## config.mk

```make
export PLATFORM = sky130hd
export DESIGN_NAME = seg_scan_driver_flat
export DESIGN_NICKNAME = d
export VERILOG_FILES = /design/src/rtl/seg_scan_if.sv /design/src/rtl/seg_scan_driver.sv /design/src/flat_wrapper.sv
export SDC_FILE = /design/constraint.sdc
export NUM_CORES = 1
export LEC_CHECK = 0
export CAP_MARGIN = 20
export CORE_MARGIN = 4
export CORE_UTILIZATION = 40
export CTS_CLUSTER_DIAMETER = 60
export DETAILED_ROUTE_END_ITERATION = 8
export PLACE_DENSITY = 0.73
export SLEW_MARGIN = 20
export SYNTH_ARGS = -nofsm -noshare
export SYNTH_HDL_FRONTEND = slang
export SYNTH_SLANG_ARGS = --single-unit
export TNS_END_PERCENT = 5
```

## constraint.sdc

```tcl
create_clock -name clk -period 5.8 [get_ports clk]
set_input_delay 1.16 -clock clk [delete_from_list [all_inputs] [get_ports clk]]
set_output_delay 1.16 -clock clk [all_outputs]
set_load 0.1 [all_outputs]
```

## src/rtl/seg_scan_if.sv

```systemverilog
// ---------------------------------------------------------------------------
// seg_scan_if
// Bundles the data/handshake side and the display side of seg_scan_driver.
//   din  [15:0] : value to display, digit3 = din[15:12] ... digit0 = din[3:0]
//   cin         : upstream adder carry-out, shown on the digit3 decimal point
//   load        : capture strobe for din/cin
//   ack         : one-cycle pulse confirming a capture
//   dout [6:0]  : active-low segments, bit0 = a ... bit6 = g
//   an   [3:0]  : active-low digit enables, an[i] selects digit i
//   dp          : active-low decimal point
// master drives din/cin/load; slave (the driver) drives ack/dout/an/dp.
// ---------------------------------------------------------------------------
interface seg_scan_if;
    logic [15:0] din;
    logic        cin;
    logic        load;
    logic        ack;
    logic [6:0]  dout;
    logic [3:0]  an;
    logic        dp;

    modport master (
        output din, cin, load,
        input  ack, dout, an, dp
    );

    modport slave (
        input  din, cin, load,
        output ack, dout, an, dp
    );
endinterface

```

## src/rtl/seg_scan_driver.sv

```systemverilog
// ---------------------------------------------------------------------------
// seg_scan_driver
// Time-multiplexed driver for a 4-digit common-anode 7-segment display.
// A prescaler produces one tick every DIV cycles; each tick advances the
// scan FSM to the next digit and copies the pending value into the display
// register, so new values only appear at digit-slot boundaries.
//
// Parameters
//   DIV  : clock cycles per digit slot (2 .. 2^20)
// Ports
//   clk  : clock, rising edge
//   rst  : synchronous active-high reset
//   bus  : seg_scan_if.slave (din, cin, load in; ack, dout, an, dp out)
// Build option
//   SEG_LEAD_ZERO_BLANK_EN : when defined, leading zero digits (from digit3
//   downward, never digit0) are blanked; an/dp timing is unaffected.
// ---------------------------------------------------------------------------
module seg_scan_driver #(
    parameter int DIV = 50000
) (
    input  logic       clk,
    input  logic       rst,
    seg_scan_if.slave  bus
);

    localparam int             CW      = $clog2(DIV);
    localparam logic [CW-1:0]  CNT_MAX = CW'(DIV - 1);

    typedef enum logic [1:0] {DIG0, DIG1, DIG2, DIG3} state_t;

    state_t         state_q, state_d;
    logic [CW-1:0]  cnt_q, cnt_d;
    logic           tick;

    logic [15:0]    pend_val_q;
    logic           pend_c_q;
    logic [15:0]    disp_val_q;
    logic           disp_c_q;
    logic           ack_q;

    logic [3:0]     an_c;
    logic [6:0]     dout_c;
    logic           dp_c;
    logic [3:0]     nib_c;
    logic           blank_c;

    // Active-low hex decode, bit0 = a ... bit6 = g.
    function automatic logic [6:0] hex_to_seg(input logic [3:0] nib);
        logic [6:0] seg;
        case (nib)
            4'h0: seg = 7'b1000000;
            4'h1: seg = 7'b1111001;
            4'h2: seg = 7'b0100100;
            4'h3: seg = 7'b0110000;
            4'h4: seg = 7'b0011001;
            4'h5: seg = 7'b0010010;
            4'h6: seg = 7'b0000010;
            4'h7: seg = 7'b1111000;
            4'h8: seg = 7'b0000000;
            4'h9: seg = 7'b0010000;
            4'hA: seg = 7'b0001000;
            4'hB: seg = 7'b0000011;
            4'hC: seg = 7'b1000110;
            4'hD: seg = 7'b0100001;
            4'hE: seg = 7'b0000110;
            default: seg = 7'b0001110;
        endcase
        return seg;
    endfunction

    // Prescaler: tick marks the last cycle of each digit slot.
    always_comb begin
        tick  = (cnt_q == CNT_MAX);
        cnt_d = tick ? '0 : cnt_q + CW'(1);
    end

    // FSM state register.
    always_ff @(posedge clk) begin
        if (rst) begin
            state_q <= DIG0;
        end else begin
            state_q <= state_d;
        end
    end

    // FSM next state: advance one digit per tick.
    always_comb begin
        state_d = state_q;
        if (tick) begin
            case (state_q)
                DIG0:    state_d = DIG1;
                DIG1:    state_d = DIG2;
                DIG2:    state_d = DIG3;
                default: state_d = DIG0;
            endcase
        end
    end

    // Prescaler, capture and display registers. On a simultaneous load and
    // tick the display takes the old pending value while pending takes din,
    // so the fresh value waits for the following slot boundary.
    always_ff @(posedge clk) begin
        if (rst) begin
            cnt_q      <= '0;
            pend_val_q <= '0;
            pend_c_q   <= 1'b0;
            disp_val_q <= '0;
            disp_c_q   <= 1'b0;
            ack_q      <= 1'b0;
        end else begin
            cnt_q <= cnt_d;
            ack_q <= bus.load;
            if (bus.load) begin
                pend_val_q <= bus.din;
                pend_c_q   <= bus.cin;
            end
            if (tick) begin
                disp_val_q <= pend_val_q;
                disp_c_q   <= pend_c_q;
            end
        end
    end

    // FSM outputs: purely from registered state, so they change on the
    // same edge as the FSM.
    always_comb begin
        an_c    = 4'b1111;
        nib_c   = disp_val_q[3:0];
        blank_c = 1'b0;
        case (state_q)
            DIG0: begin
                an_c  = 4'b1110;
                nib_c = disp_val_q[3:0];
            end
            DIG1: begin
                an_c  = 4'b1101;
                nib_c = disp_val_q[7:4];
`ifdef SEG_LEAD_ZERO_BLANK_EN
                blank_c = (disp_val_q[15:4] == 12'h000);
`endif
            end
            DIG2: begin
                an_c  = 4'b1011;
                nib_c = disp_val_q[11:8];
`ifdef SEG_LEAD_ZERO_BLANK_EN
                blank_c = (disp_val_q[15:8] == 8'h00);
`endif
            end
            default: begin
                an_c  = 4'b0111;
                nib_c = disp_val_q[15:12];
`ifdef SEG_LEAD_ZERO_BLANK_EN
                blank_c = (disp_val_q[15:12] == 4'h0);
`endif
            end
        endcase
        dout_c = blank_c ? 7'b1111111 : hex_to_seg(nib_c);
        dp_c   = !((state_q == DIG3) && disp_c_q);
    end

    assign bus.an   = an_c;
    assign bus.dout = dout_c;
    assign bus.dp   = dp_c;
    assign bus.ack  = ack_q;

endmodule

```

## src/flat_wrapper.sv

```systemverilog
// flat-port wrapper written by rule: the top's interface ports become plain ports
module seg_scan_driver_flat 
#(
    parameter int DIV = 50000
)
  (clk, rst, bus_din, bus_cin, bus_load, bus_ack, bus_dout, bus_an, bus_dp);
  seg_scan_if bus_i ();
  input  logic clk;
  input  logic rst;
  input wire logic [$bits(bus_i.din)-1:0] bus_din;
  input wire logic [$bits(bus_i.cin)-1:0] bus_cin;
  input wire logic [$bits(bus_i.load)-1:0] bus_load;
  output wire logic [$bits(bus_i.ack)-1:0] bus_ack;
  output wire logic [$bits(bus_i.dout)-1:0] bus_dout;
  output wire logic [$bits(bus_i.an)-1:0] bus_an;
  output wire logic [$bits(bus_i.dp)-1:0] bus_dp;
  assign bus_i.din = bus_din;
  assign bus_i.cin = bus_cin;
  assign bus_i.load = bus_load;
  assign bus_ack = bus_i.ack;
  assign bus_dout = bus_i.dout;
  assign bus_an = bus_i.an;
  assign bus_dp = bus_i.dp;
  seg_scan_driver #(.DIV(DIV)) u_core (.clk(clk), .rst(rst), .bus(bus_i));
endmodule
```

==> results of run 1 <==
## flip-flops by register name (all words and copies together) (netlist names)
register           flops
u_core.cnt_q          16
u_core.disp_val_q     16
u_core.pend_val_q     16
u_core.state_q         2
u_core.bus.ack         1
u_core.disp_c_q        1
u_core.pend_c_q        1
## cell type report
class	count	area, um^2	share of cell area, %
clock buffer	5	68.8	2.37
clock inverter	3	25.0	0.861
inverter	14	52.6	1.81
multi-input combinational	177	1280	43.9
sequential	53	1060	36.5
tap	75	93.8	3.23
timing repair buffer	34	330	11.4
## metrics by stage
| step | cells | hold WS [ps] | setup slack (ps) | cell area, um^2 |
|---|---|---|---|---|
| 6_report | 361 | 452 | 895 | 2910 |
| 5_1_grt | 361 | 479 | 637 | 2910 |
| 4_1_cts | 361 | 461 | 908 | 2910 |
| 3_5_place_dp | 353 | 441 | 1270 | 2820 |
| 3_3_place_gp | 353 | 429 | 1420 | 2820 |
| 2_1_floorplan | 257 | 413 | 714 | 2460 |
## cells in the final DEF, fill, tap and decap left out, types with 2 or more instances in the layout
cell             netlist  routed
and3_1                 4       4
mux2_2                 2       2
mux2i_1               44      44
or3_1                  4       4
nand2_1                9       9
a21oi_1                4       3
xnor2_1                7       7
a222oi_1               3       3
nand4_1                7       7
a21oi_2                1       2
o21ai_0                3       3
nand3_1                3       3
ha_1                  11      11
dfxtp_1               53      53
inv_6                  0       2
nor2_1                49      49
o22ai_1                4       4
nor4_1                 2       2
inv_1                 13      13
nor2b_1                2       2
buf_4                  1       2
clkbuf_8               0       5
xor2_1                 5       5
clkdlybuf4s50_1        0      31
## cell families after synthesis
| family | Yosys count |
|---|---|
| compound gates | 19 |
| xor+xnor | 12 |
| fa+ha+maj | 11 |
| buf+inv | 27 |
| flops | 53 |
| mux | 46 |
| simple gates | 89 |
## metal layers
| layer | up-vias | part of all wire (%) | wire length (um) | GRT usage, % |
|---|---|---|---|---|
| met1 | 849 | 48 | 2100 | 16.8 |
| li1 | 940 | - | - | - |
| met3 | 6 | 4.2 | 184 | 3.23 |
| met5 | - | 0 | 0 | 0 |
| met4 | 0 | 1.3 | 58 | 3.40 |
| met2 | 31 | 47 | 2070 | 21.2 |
## worst max-delay path: cells and delay by family (launching register included)
family	cells	cell delay, ps
buf+inv	3	1410
simple gates	2	460
fa+ha+maj	2	480
flops	1	400
compound gates	2	310
mux	1	370
## path summary, 6_finish.rpt
| check | start | to | slack, ps |
|---|---|---|---|
| hold reg to reg | u_core.cnt_q[0] | u_core.cnt_q[0] | 450 |
| setup / recovery | u_core.state_q[0] | bus_dout[4] | 900 |
| hold / removal | u_core.cnt_q[0] | u_core.cnt_q[0] | 450 |
| setup reg to reg | u_core.cnt_q[0] | u_core.cnt_q[13] | 3900 |
## power breakdown
group | leakage [nW] | switching (mW) | internal [mW]
clock network | 0.0452 | 0.125 | 0.0881
registers | 0.431 | 0.00483 | 0.373
logic | 0.790 | 0.0185 | 0.0210
total | 1.27 | 0.148 | 0.482
==> impl_metrics.csv, run 1 <==
group,metric,value,unit
run_status,status,"finished clean",
pwr,power,0.630,mW
grt,grt_max_degree,39,
critical_path,critPathMaxFanout,5,
critical_path,critPathKind,"flip-flop to output pin",
sta,tns,0,ps
floorplan,fp.dieH,86.4,um
clock_tree,clock_sinks,53,
cells_and_area,nets,316,
synth,synthAdderAreaFrac,5.59,%
run,maxCapViolations,0,
synth,synth.area.mux_share,18.8,%
floorplan,die_area,7470,um^2
clock_tree,h-tree-depth,2,
synth,synth_xor_area_share,4.27,%
critical_path,path_cells,"inv_1, ha_1, a22oi_1, nand2_1, mux2i_1, inv_1, ha_1, or3_1, o21ai_0, clkdlybuf4s50_1",
sta,slew_headroom,33.3,%
synth,synth_simple_gate_area_share,17.6,%
synth,synth_edf_count,0,
synth,synth_warnings,0,
pwr,p_per_area,217,nW/um^2
route,final_antenna_net_count,0,
cells_and_area,drive_gt1_share,6.64,%
cells_and_area,area_growth,18.1,%
synth,synth_top_area_share,43.1,%
sta,fin_worst_skew,8.83,ps
synth,synth.most_common_cell,"dfxtp_1",
cells_and_area,final_core_util,48.8,%
synth,synth_ff_type,"dfxtp_1",
cells_and_area,nFillCells,592,
clock_tree,clk_pin_slew_worst_paths,90,ps
clock_tree,cts_hold_repair.buffers,0,
route,drcViolationCount,0,
clock_tree,ctsResizeCount,0,
hold_path,hold_depth,1,
sta,finalCritPeriodShare,84.6,%
placed_design,dp_hpwl,3.23,mm
critical_path,arrival,3740,ps
grt,antenna_found_initial,0,
synth,async_flop_share,0,%
critical_path,cp-start-kind,"flip-flop",
pwr,vdd_drop_max,0.000155,V
critical_path,crit_path_top_delay_cell,"clkdlybuf4s50_1",
clock_tree,clock_latency,310,ps
floorplan,io_pins,33,
placed_design,io_buffer_count,32,
critical_path,reg2reg_depth,6,
clock_tree,cts_tree,"done",
sta,grt_setup_unrepaired,"false",
floorplan,die_x,86.4,um
route,viasPerCell,5.06,
pwr,power.leakage,1.27,nW
sta,fin_crit,4900,ps
critical_path,required,4640,ps
sta,finalHoldViolCount,0,
route,wirelength,4.42,mm
clock_tree,cts_inserted_buffers,5,
grt,grt_usage,12.9,%
clock_tree,clock_path_buffers,2,
sta,fmax,0.204,GHz
route,drtIter0Drc,59,
synth,yosys.area.top_type,"dfxtp_1",
synth,synth_area,2460,um^2
grt,grt_remaining_overflow,0,
synth,yosys-top-cells-area,"dfxtp_1, mux2i_1, nor2_1",
hold_path,hp-class,"flip-flop to flip-flop",
route,drt-pass1-iter-count,4,
grt,grt_pass1_wl,7.85,mm
synth,ys_top_cells_by_count,"dfxtp_1, nor2_1, mux2i_1",
floorplan,initial_core_util,41.3,%
synth,yosys.cell_types.count,38,
floorplan,std_cell_rows,28,
synth,ys_ff_latch,53,
route,vias,1826,
critical_path,cpPeakStageDelay,1150,ps
grt,grt_pass1_vias,1750,
floorplan,core,5960,um^2
clock_tree,cts_root_buf,"clkbuf_8",
route,wl_per_cell,12.2,um
synth,ys_seq_area_share,43.1,%
synth,synthCells,257,
sta,drv_slew,0,
synth,synth-compound-area-share,5.39,%
sta,worstMarginPinSlew,997,ps
synth,synth_area_per_cell,9.58,um^2
clock_tree,post_cts_buffers,0,
critical_path,cp-end-kind,"output pin",
cells_and_area,n_antenna_cell,0,
synth,synth_top_family_by_area,"multiplexers",
placed_design,place_congestion,0.855,
synth,synthesis.nets,288,
sta,setup_viol,0,
Power figures use the tool's default switching activity.
==> run 2: changes to the inputs <==
--- a/config.mk
+++ b/config.mk
@@ -10,7 +10,7 @@
 export CORE_UTILIZATION = 40
 export CTS_CLUSTER_DIAMETER = 60
 export DETAILED_ROUTE_END_ITERATION = 8
-export PLACE_DENSITY = 0.73
+export PLACE_DENSITY = 0.76
 export SLEW_MARGIN = 20
 export SYNTH_ARGS = -nofsm -noshare
 export SYNTH_HDL_FRONTEND = slang
==> constraint.sdc (replaced) <==
create_clock -name clk -period 3.9 [get_ports clk]
set_input_delay 0.78 -clock clk [delete_from_list [all_inputs] [get_ports clk]]
set_output_delay 0.78 -clock clk [all_outputs]
set_load 0.1 [all_outputs]
==> run 2 against run 1 <==
Net effect: sequential power grew 49%; critical path depth is the same; hold slack lost 9.2 ps; flip-flop and latch count is the same; core utilization grew 0.17 points; clock-buffer cell count is the same; critical endpoint unchanged; highest routed layer unchanged.
==> impl_metrics.csv, run 2 (synthesis gave the netlist of run 1 again) <==
group,metric,value,unit
critical_path,cp-end-kind,"output pin",
pwr,vdd_drop_max,0.000236,V
clock_tree,clock_sinks,53,
sta,slew_headroom,34.8,%
grt,grt_pass1_wl,7.96,mm
sta,grt_setup_unrepaired,"false",
run_status,status,"finished clean",
cells_and_area,n_antenna_cell,0,
critical_path,cp-start-kind,"flip-flop",
pwr,p_per_area,328,nW/um^2
clock_tree,cts_inserted_buffers,5,
grt,grt_max_degree,39,
cells_and_area,largestRegisters,"u_core.cnt_q (16), u_core.disp_val_q (16), u_core.pend_val_q (16)",
floorplan,die_x,86.4,um
critical_path,critPathKind,"flip-flop to output pin",
critical_path,arrival,2890,ps
critical_path,critPathMaxFanout,5,
sta,finalCritPeriodShare,94.1,%
clock_tree,post_cts_buffers,0,
cells_and_area,mostFrequentLayoutCells,"dfxtp_1, nor2_1, mux2i_1, clkdlybuf4s50_1, inv_1",
critical_path,r2r-start,"u_core.cnt_q[0]",
cells_and_area,nets,316,
floorplan,fp.dieH,86.4,um
route,route.met2.wl,2.29,mm
route,wl_per_cell,13.2,um
placed_design,dp_hpwl,3.37,mm
route,drcViolationCount,0,
placed_design,place_worst_setup_slack,568,ps
grt,grt_usage,13.3,%
sta,fin_worst_skew,7.39,ps
pwr,p_seq_share,58.7,%
clock_tree,ctsResizeCount,0,
cells_and_area,area_growth,18.6,%
route,wl_met1,2.16,mm
sta,fmax,0.272,GHz
pwr,p_sw_share,24.6,%
cells_and_area,mostFrequentLayoutCell,"dfxtp_1",
hold_path,hp-class,"flip-flop to flip-flop",
floorplan,std_cell_rows,28,
cells_and_area,nFillCells,565,
clock_tree,h-tree-depth,2,
route,viasPerCell,5.11,
critical_path,critPathLaunch,"u_core.state_q[0]",
run,maxCapViolations,0,
route,drt-pass1-iter-count,4,
pwr,power.leakage,1.29,nW
cells_and_area,multi_input_area,1280,um^2
cells_and_area,drive_gt1_share,10.1,%
route,final_antenna_net_count,0,
route,wirelength,4.75,mm
route,topRoutingLayerUsed,"met4",
placed_design,io_buffer_count,32,
placed_design,place_congestion,0.827,
clock_tree,clock_latency,320,ps
grt,grt_pass1_vias,1829,
sta,setup_viol,0,
pwr,p_int,0.722,mW
sta,fin_hold_ws,443,ps
cells_and_area,regArea,1060,um^2
route,route.met3.wl,201,um
grt,antenna_found_initial,0,
cells_and_area,final_core_util,49.0,%
pwr,p_clk_share,35.1,%
floorplan,core,5960,um^2
route,drtIter0Drc,83,
sta,setup_slack,228,ps
floorplan,die_area,7470,um^2
hold_path,hold_path.startpoint,"u_core.cnt_q[0]",
sta,fin_crit,3670,ps
clock_tree,cts_root_buf,"clkbuf_8",
floorplan,io_pins,33,
sta,drv_slew,0,
sta,tns,0,ps
sta,worstMarginPinSlew,974,ps
pwr,pwr-share-comb,6.2,%
clock_tree,clock_path_buffers,2,
clock_tree,cts_hold_repair.buffers,0,
pwr,power,0.957,mW
grt,grt_remaining_overflow,0,
floorplan,initial_core_util,41.3,%
clock_tree,cts_tree,"done",
pwr,p_sw,0.235,mW
route,vias,1845,
clock_tree,clk_pin_slew_worst_paths,100,ps
sta,finalHoldViolCount,0,
critical_path,required,3120,ps
## run 2: changes by cell type in the layout (fill, tap and decap cells not counted), sizes merged
cell           previous run  this run
buf                       3        12
clkinvlp                  1         0
inv                      16        17
clkdlybuf4s50            31        22
## run 2: metal layers
layer	track usage, %	vias up
met5	0	-
met4	5.52	0
met3	3.52	8
met2	23.2	35
met1	15.4	867
li1	-	935
## run 2: final timing paths
| path | end | slack (ps) | depth (start not counted) |
|---|---|---|---|
| setup / recovery | bus_dout[4] | 230 | 10 |
| hold / removal | u_core.cnt_q[0] | 440 | 1 |
| setup reg to reg | u_core.cnt_q[13] | 1960 | 6 |
| hold reg to reg | u_core.cnt_q[0] | 440 | 1 |
## run 2: power by group through the flow
stage | clock network [mW] | registers [mW] | logic [mW]
6_report | 0.336 | 0.562 | 0.0593
2_1_floorplan | 0 | 0.576 | 0.0313
3_5_place_dp | 0 | 0.574 | 0.0610
3_3_place_gp | 0 | 0.574 | 0.0597
5_1_grt | 0.363 | 0.564 | 0.0653
4_1_cts | 0.345 | 0.562 | 0.0612
## run 2: layout make-up
cell class	count	area share, %
clock buffer	5	2.36
clock inverter	3	0.986
inverter	14	1.80
multi-input combinational	177	43.9
sequential	53	36.4
tap	75	3.22
timing repair buffer	34	11.4
## run 2: critical path: stages, from the launching register on
cell	delay, ps
dfxtp_1	390
inv_1	80
ha_1	260
a22oi_1	240
nand2_1	90
mux2i_1	390
inv_1	180
ha_1	230
or3_1	360
o21ai_1	140
buf_12	210
## run 2: through the flow
stage	cells	area [um^2]
finish	361	2920
global route	361	2920
CTS	361	2920
detailed placement	353	2820
global placement	353	2820
floorplan	257	2460
==> run 3: changes to the inputs <==
--- a/config.mk
+++ b/config.mk
@@ -10,7 +10,7 @@
 export CORE_UTILIZATION = 40
 export CTS_CLUSTER_DIAMETER = 60
 export DETAILED_ROUTE_END_ITERATION = 8
-export PLACE_DENSITY = 0.76
+export PLACE_DENSITY = 0.73
 export SLEW_MARGIN = 20
 export SYNTH_ARGS = -nofsm -noshare
 export SYNTH_HDL_FRONTEND = slang
==> constraint.sdc (replaced) <==
create_clock -name clk -period 4.5 [get_ports clk]
set_input_delay 0.9 -clock clk [delete_from_list [all_inputs] [get_ports clk]]
set_output_delay 0.9 -clock clk [all_outputs]
set_load 0.1 [all_outputs]
==> run 3 against run 2 <==
Net effect: sequential share of layout area grew 0.30 points; critical path depth is the same; clock power shrank 15%; clock-buffer cell count is the same; total power shrank 14%; highest routed layer unchanged; die area is the same.
==> impl_metrics.csv, run 3 (synthesis gave the netlist of run 1 again) <==
group,metric,value,unit
run_status,status,"finished clean",
sta,fin_crit,3740,ps
clock_tree,clock_path_buffers,2,
sta,setup_viol,0,
cells_and_area,area_growth,17.6,%
route,viasPerCell,4.98,
floorplan,std_cell_rows,28,
run,maxCapViolations,0,
floorplan,io_pins,33,
clock_tree,clk_pin_slew_worst_paths,100,ps
floorplan,die_x,86.4,um
grt,grt_pass1_vias,1696,
pwr,p_per_area,284,nW/um^2
sta,finalCritPeriodShare,83.0,%
pwr,vdd_drop_max,0.000136,V
floorplan,die_area,7470,um^2
critical_path,required,3600,ps
sta,fmax,0.268,GHz
clock_tree,cts_root_buf,"clkbuf_8",
cells_and_area,final_cells,361,
sta,worstMarginPinSlew,975,ps
clock_tree,h-tree-depth,2,
clock_tree,cts_tree,"done",
sta,slew_headroom,34.8,%
route,wirelength,4.54,mm
sta,tns,0,ps
placed_design,place_worst_setup_slack,1130,ps
critical_path,cp-start-kind,"flip-flop",
sta,finalHoldViolCount,0,
cells_and_area,nets,316,
critical_path,arrival,2840,ps
clock_tree,clock_sinks,53,
critical_path,critPathKind,"flip-flop to output pin",
floorplan,core,5960,um^2
sta,fin_worst_skew,11.4,ps
sta,setup_slack,765,ps
grt,grt_remaining_overflow,0,
placed_design,place_congestion,0.797,
clock_tree,cts_inserted_buffers,5,
grt,antenna_found_initial,0,
cells_and_area,mostFrequentLayoutCells,"dfxtp_1, nor2_1, mux2i_1, clkdlybuf4s50_1, inv_1",
grt,grt_max_degree,39,
cells_and_area,largestRegisters,"u_core.cnt_q (16), u_core.disp_val_q (16), u_core.pend_val_q (16)",
hold_path,hp-class,"flip-flop to flip-flop",
placed_design,dp_hpwl,3.25,mm
sta,fin_hold_ws,450,ps
cells_and_area,n_antenna_cell,0,
route,wl_per_cell,12.6,um
cells_and_area,mostFrequentLayoutCell,"dfxtp_1",
cells_and_area,final_core_util,48.6,%
cells_and_area,final_cell_area,2890,um^2
placed_design,place_area,2800,um^2
route,drtIter0Drc,97,
grt,grt_usage,12.8,%
placed_design,io_buffer_count,32,
route,drt-pass1-iter-count,4,
critical_path,r2r-start,"u_core.cnt_q[0]",
sta,drv_slew,0,
placed_design,place_inst,353,
grt,grt_pass1_wl,7.65,mm
clock_tree,ctsResizeCount,0,
cells_and_area,nFillCells,574,
route,final_antenna_net_count,0,
cells_and_area,drive_gt1_share,9.09,%
clock_tree,clock_latency,310,ps
clock_tree,cts_hold_repair.buffers,0,
route,vias,1797,
sta,grt_setup_unrepaired,"false",
clock_tree,post_cts_buffers,0,
floorplan,fp.dieH,86.4,um
pwr,power,0.822,mW
hold_path,hold_path.startpoint,"u_core.cnt_q[0]",
floorplan,initial_core_util,41.3,%
pwr,power.leakage,1.28,nW
route,drcViolationCount,0,
critical_path,cp-end-kind,"output pin",
critical_path,critPathLaunch,"u_core.state_q[0]",
critical_path,critPathMaxFanout,5,
==> run 3: changes by cell type in the layout (fill, tap and decap cells not counted), sizes merged <==
cell and change:
clkdlybuf4s50 +2, buf -2, clkinv +1, inv -1
==> run 3: path summary, 6_finish.rpt <==
| kind | cells past startpoint | endpoint | slack (ps) |
|---|---|---|---|
| min | 1 | u_core.cnt_q[0] | 450 |
| max reg2reg | 6 | u_core.cnt_q[14] | 2590 |
| max | 10 | bus_dout[4] | 760 |
| min reg2reg | 1 | u_core.cnt_q[0] | 450 |
==> run 3: area by class of cell <==
class | instances | area (um^2) | share of cell area [%]
Clock inverter | 3 | 28.8 | 0.994
Clock buffer | 5 | 68.8 | 2.38
Inverter | 14 | 52.6 | 1.82
Multi-Input combinational cell | 177 | 1280 | 44.1
Tap cell | 75 | 93.8 | 3.24
Sequential cell | 53 | 1060 | 36.7
Timing Repair Buffer | 34 | 313 | 10.8
==> run 3: where the power goes <==
part | switching [mW] | internal (mW) | total (mW)
sequential | 0.00621 | 0.481 | 0.487
clock | 0.168 | 0.117 | 0.285
combinational | 0.0235 | 0.0270 | 0.0505
total | 0.198 | 0.624 | 0.822
==> run 3: per-layer routing <==
metal / GRT usage, % / vias up / routed length, um
met1: 15.7 / 829 / 2170
met5: 0 / - / 0
li1: - / 936 / -
met2: 21.4 / 26 / 2120
met4: 4.96 / 0 / 74
met3: 3.23 / 6 / 172
==> run 3: critical path: stages, from the launching register on <==
cell and delay (ps):
dfxtp_1 390, inv_1 90, ha_1 250, a22oi_1 190, nand2_1 80, mux2i_1 370
inv_1 180, ha_1 230, or3_1 360, o21ai_1 80, buf_4 300
==> RTL change 1, RTL diff (config.mk and constraints of run 2) <==
`DIV` is set to 50000 in 2 places; all go to 100000.
--- a/src/rtl/seg_scan_driver.sv
+++ b/src/rtl/seg_scan_driver.sv
@@ -16,7 +16,7 @@
 //   downward, never digit0) are blanked; an/dp timing is unaffected.
 // ---------------------------------------------------------------------------
 module seg_scan_driver #(
-    parameter int DIV = 50000
+    parameter int DIV = 100000
 ) (
     input  logic       clk,
     input  logic       rst,
--- a/src/flat_wrapper.sv
+++ b/src/flat_wrapper.sv
@@ -1,7 +1,7 @@
 // flat-port wrapper written by rule: the top's interface ports become plain ports
 module seg_scan_driver_flat 
 #(
-    parameter int DIV = 50000
+    parameter int DIV = 100000
 )
   (clk, rst, bus_din, bus_cin, bus_load, bus_ack, bus_dout, bus_an, bus_dp);
   seg_scan_if bus_i ();
Check against the original RTL: no difference found for any inputs over 10 cycles, from zero or initial values and one cycle with rst high; that may be too few to reach the edited logic, so the function may still have changed.
==> RTL change 1 against run 2 <==
  * Critical path depth unchanged
  * Register-to-register slack got worse by 0.12 ns
  * Critical path type unchanged
  * Cell count up 0.83%
  * Core utilization grew 1.3 points
  * Total power increased by 0.85%
  * Design area is 3.2% higher
  * Sequential cell count grew 1
  * Maximum frequency up 1.7%
  * Area after synthesis up 1.4%
  * Highest routed layer unchanged
  * First-iteration DRC count is 13% lower
  * Worst setup slack better by 0.062 ns
  * Clock power shrank 1%
  * Routed wire length is 1.3% lower
  * Critical endpoint unchanged
==> RTL change 1: results (changes against run 2) <==
- The detailed-route wire length on metal 1 is 2250 µm (+4.6%).
- The run finished with clean final reports.
- The net total in the final layout is 319 (+0.95%).
- In the final layout, the registers with the most flip-flops are u_core.cnt_q: 17 flops, u_core.disp_val_q: 16 flops, u_core.pend_val_q: 16 flops.
- The ratio of cells with drive above 1 in the final layout is 9.00% (-1.1 points).
- The worst-path maximum fanout is 6 (+1).
- The total met2 wirelength after detailed routing came to 2180 µm (-4.9%).
- The area used by multi-input combinational logic came to 1300 µm² (+1.3%).
- The weighted congestion reported at the end of routability-driven placement is 0.845 (+2.2%).
- The net switching power was 0.233 mW (-0.87%).
- The met3 routing resource usage after global routing is 2.84% (-0.68 points).
- The via count of the first global-routing pass is 1718 (-6.1%).
- The fraction of area in non-clock buffers was 13.1% (+1.6 points).
- The share of power burned in registers is 59.4% (+0.7 points).
- The number of stages on the worst hold path is 1 (unchanged).
- By count the netlist is led by 54 x sky130_fd_sc_hd__dfxtp_1, 52 x sky130_fd_sc_hd__nor2_1, 44 x sky130_fd_sc_hd__mux2i_1, 12 x sky130_fd_sc_hd__inv_1, 11 x sky130_fd_sc_hd__ha_1.
- The cell class contributing the biggest share of worst-path delay is buffers and inverters.
- The pin slew with the least headroom to its limit was 1.07 ns (+0.0979 ns).
- The half-perimeter wire length after placement is 3380 µm (+0.23%).
- By area the synthesized netlist is led by sky130_fd_sc_hd__dfxtp_1 43%, sky130_fd_sc_hd__mux2i_1 18%, sky130_fd_sc_hd__nor2_1 7.8%.
- The endpoint arrival time on the critical path is 2.83 ns (-0.06 ns).
- The area fraction in compound gates after synthesis was 4.41% (-0.98 points).
- The multiplexer share of the synthesized area came to 18.6% (-0.25 points).
- The clock skew is 0.00763 ns (+0.000245 ns).
- The met1 layer usage reported by global route is 17.8% (+2.4 points).
- The number of multi-input logic gates is 180 (+1.7%).
- The total nets after synthesis is 291 (+1.0%).
- The wire length of the first global-routing pass is 8110 µm (+1.9%).
- The total of fill cells in the finished design is 543 (-3.9%).
- The number of distinct library cell variants in the gate-level netlist after synthesis came to 37 (-2.6%).
- The aggregate routed wire length is 4690 µm (-1.3%).
- The cell leakage power is 1.32 nW (+2.5%).
- The clock distribution area overhead in the final layout is 3.24% (-0.10 points).
- The worst vdd rail ir drop was 212 µV (-10%).
- The xor/xnor share of the synthesized area came to 4.91% (+0.64 points).
- The adder and majority gate portion of the synthesized area is 5.52% (-0.076 points).
- The cell area after placement is 2910 µm² (+3.1%).
- The combinational share of power is 6.3%.
- The average via count per standard cell came to 5.03 (-1.6%).
- The met2 capacity usage during global routing was 21.0% (-2.1 points).
- The overall track demand over capacity in global routing is 13.3% (+0.024 points).
- The non-clock inverter instance count of the final layout is 13 (-1).
## RTL change 1: final timing paths
path                                       start                           to  slack (ns)
hold / removal        u_core.cnt_q[0]$_SDFF_PP0_   u_core.cnt_q[0]$_SDFF_PP0_        0.48
setup / recovery  u_core.state_q[0]$_SDFFE_PP0N_                  bus_dout[4]        0.29
setup reg to reg      u_core.cnt_q[0]$_SDFF_PP0_  u_core.cnt_q[10]$_SDFF_PP0_        1.84
hold reg to reg       u_core.cnt_q[0]$_SDFF_PP0_   u_core.cnt_q[0]$_SDFF_PP0_        0.48
## RTL change 1: stage by stage
step	utilization [%]	setup WS (ns)	hold WS, ns	cells
CTS	50.2	0.272	0.482	364
finish	50.3	0.290	0.476	364
global route	50.3	0.0731	0.507	364
detailed placement	48.6	0.650	0.458	356
global placement	48.6	0.778	0.444	356
floorplan	-	-0.168	0.430	260
==> RTL change 2, RTL diff (flow settings as in run 2) <==
Without the edit above. Reset style: asynchronous (`rst`), changed in 2 clocked blocks. Comments in the files are not updated.
--- a/src/rtl/seg_scan_driver.sv
+++ b/src/rtl/seg_scan_driver.sv
@@ -75,7 +75,7 @@
     end
 
     // FSM state register.
-    always_ff @(posedge clk) begin
+    always_ff @(posedge clk or posedge rst) begin
         if (rst) begin
             state_q <= DIG0;
         end else begin
@@ -99,7 +99,7 @@
     // Prescaler, capture and display registers. On a simultaneous load and
     // tick the display takes the old pending value while pending takes din,
     // so the fresh value waits for the following slot boundary.
-    always_ff @(posedge clk) begin
+    always_ff @(posedge clk or posedge rst) begin
         if (rst) begin
             cnt_q      <= '0;
             pend_val_q <= '0;
Behaviour: differs if rst is asserted again (counterexample within 4 cycles, from zero or initial values and one cycle with rst high); with rst held inactive, the same outputs for 10 cycles.
==> RTL change 2 against run 2 <==
  * Sequential power grew 2%
  * Global-route usage grew 0.55 points
  * Area after synthesis grew 3.7%
  * Largest cell class is now registers
  * Register-to-register slack lost 0.30 ns
  * First-iteration DRC count grew 28%
  * Sequential cell count is the same
  * Hold slack gained 0.027 ns
  * Total power grew 6.1%
  * Maximum frequency grew 4.0%
  * Routed wire length grew 0.97%
  * Die area grew 3.3%
  * Largest power group unchanged
  * Design area grew 7.0%
  * Cell count shrank 3.6%
  * Worst setup slack gained 0.14 ns
==> RTL change 2: results (changes against run 2) <==
- The xor/xnor share of the synthesized area was 4.81% (+0.54 points).
- The cell area after placement came to 3000 µm² (+6.4%).
- The pin slew with the least headroom to its limit came to 1.10 ns (+0.127 ns).
- The later-pin clock latency in the skew report was 0.30 ns (-0.02 ns).
- The weighted congestion reported at the end of routability-driven placement is 0.786 (-5.0%).
- The multiplexer share of the synthesized area is 11.9% (-6.9 points).
- By count the netlist is led by 56 x sky130_fd_sc_hd__nand2_1, 53 x sky130_fd_sc_hd__dfrtp_1, 19 x sky130_fd_sc_hd__mux2_2, 14 x sky130_fd_sc_hd__inv_1, 11 x sky130_fd_sc_hd__ha_1.
- The flip-flop cell with the highest count after synthesis is sky130_fd_sc_hd__dfrtp_1.
- The maximum number of pins on one net before global-route repair is 54 (+38%).
- The share of power burned in registers is 56.8% (-1.9 points).
- The number of DRC markers after the initial detailed-route iteration is 106 (+28%).
- The average via count per standard cell was 5.09 (-0.31%).
- The wire length of the first global-routing pass is 8320 µm (+4.6%).
- By area the synthesized netlist is led by sky130_fd_sc_hd__dfrtp_1 52%, sky130_fd_sc_hd__mux2_2 8.4%, sky130_fd_sc_hd__nand2_1 8.2%.
- The net switching power was 0.205 mW (-13%).
- The area fraction in compound gates after synthesis is 4.95% (-0.44 points).
- The worst vdd rail ir drop is 187 µV (-21%).
- The proportion of total power due to net switching came to 20.2% (-4.4 points).
- The aggregate routed wire length was 4800 µm (+0.97%).
- The clock skew is 0.00510 ns (-0.00229 ns).
- The total nets after synthesis came to 273 (-5.2%).
- The cell leakage power is 1.43 nW (+11%).
- The flow ran to the end, and the final reports show no timing, DRC or antenna violations.
- The half-perimeter wire length after placement is 3450 µm (+2.3%).
- The async set-reset flop share out of synthesis is 100% (+100 points).
-- RTL change 2: cell types whose count changed in the layout (fill, tap and decap cells not counted), moves of 5 or more --
cell	change
sky130_fd_sc_hd__mux2i_1	-35
sky130_fd_sc_hd__dfrtp_1	+53
sky130_fd_sc_hd__nor2_1	-39
sky130_fd_sc_hd__mux2_2	+17
sky130_fd_sc_hd__dfxtp_1	-53
sky130_fd_sc_hd__buf_4	-5
sky130_fd_sc_hd__buf_12	+5
sky130_fd_sc_hd__nand2_1	+47
-- RTL change 2: cells by family (layout without fill, tap and decap cells) --
group | Yosys count | in the layout
multiplexers | 28 | 28
buffers and inverters | 24 | 55
adder cells (fa/ha/maj) | 11 | 11
flip-flops | 53 | 53
AND/OR/NAND/NOR | 94 | 94
AO/OA/AOI/OAI | 18 | 18
XOR/XNOR | 14 | 14
-- RTL change 2: final cells by class --
class / instances / area [µm²]
well taps: 75 / 93.8
repair buffers: 32 / 380
multi-input cells: 165 / 1150
flip-flops and latches: 53 / 1330
inverters: 15 / 57.6
clock buffers: 7 / 86.3
fillers: 535 / 2940
clock inverters: 1 / 30.0
-- RTL change 2: critical path, cell delays in order, from the launching register on --
cell and delay, ns:
sky130_fd_sc_hd__dfrtp_1 0.39, sky130_fd_sc_hd__inv_1 0.09, sky130_fd_sc_hd__ha_1 0.27, sky130_fd_sc_hd__a22oi_1 0.18, sky130_fd_sc_hd__nand2_1 0.07, sky130_fd_sc_hd__mux2i_1 0.34
sky130_fd_sc_hd__inv_1 0.18, sky130_fd_sc_hd__ha_1 0.22, sky130_fd_sc_hd__or3_1 0.36, sky130_fd_sc_hd__o21ai_1 0.14, sky130_fd_sc_hd__buf_12 0.21
-- RTL change 2: final timing paths --
path	start	endpoint	slack, ns	cells past startpoint
worst max-delay path	u_core.state_q[0]$_DFFE_PP0N_	bus_dout[4]	0.37	10
worst min-delay path	u_core.pend_val_q[3]$_DFFE_PP0P_	u_core.disp_val_q[3]$_DFFE_PP0N_	0.47	2
worst max register to register	u_core.cnt_q[11]$_DFF_PP0_	u_core.state_q[0]$_DFFE_PP0N_	1.66	4
worst min register to register	u_core.pend_val_q[3]$_DFFE_PP0P_	u_core.disp_val_q[3]$_DFFE_PP0N_	0.47	2
max in group asynchronous	rst	u_core.disp_val_q[6]$_DFFE_PP0N_	2.43	2
min in group asynchronous	rst	u_core.pend_val_q[11]$_DFFE_PP0P_	0.96	2
-- RTL change 2: layer usage --
layer,up-vias,GRT usage (%),wire length (µm)
met2,41,23.1,2310
met3,6,3.20,234
met4,0,4.18,68
met5,-,0,0
met1,856,18.0,2190
li1,870,-,-
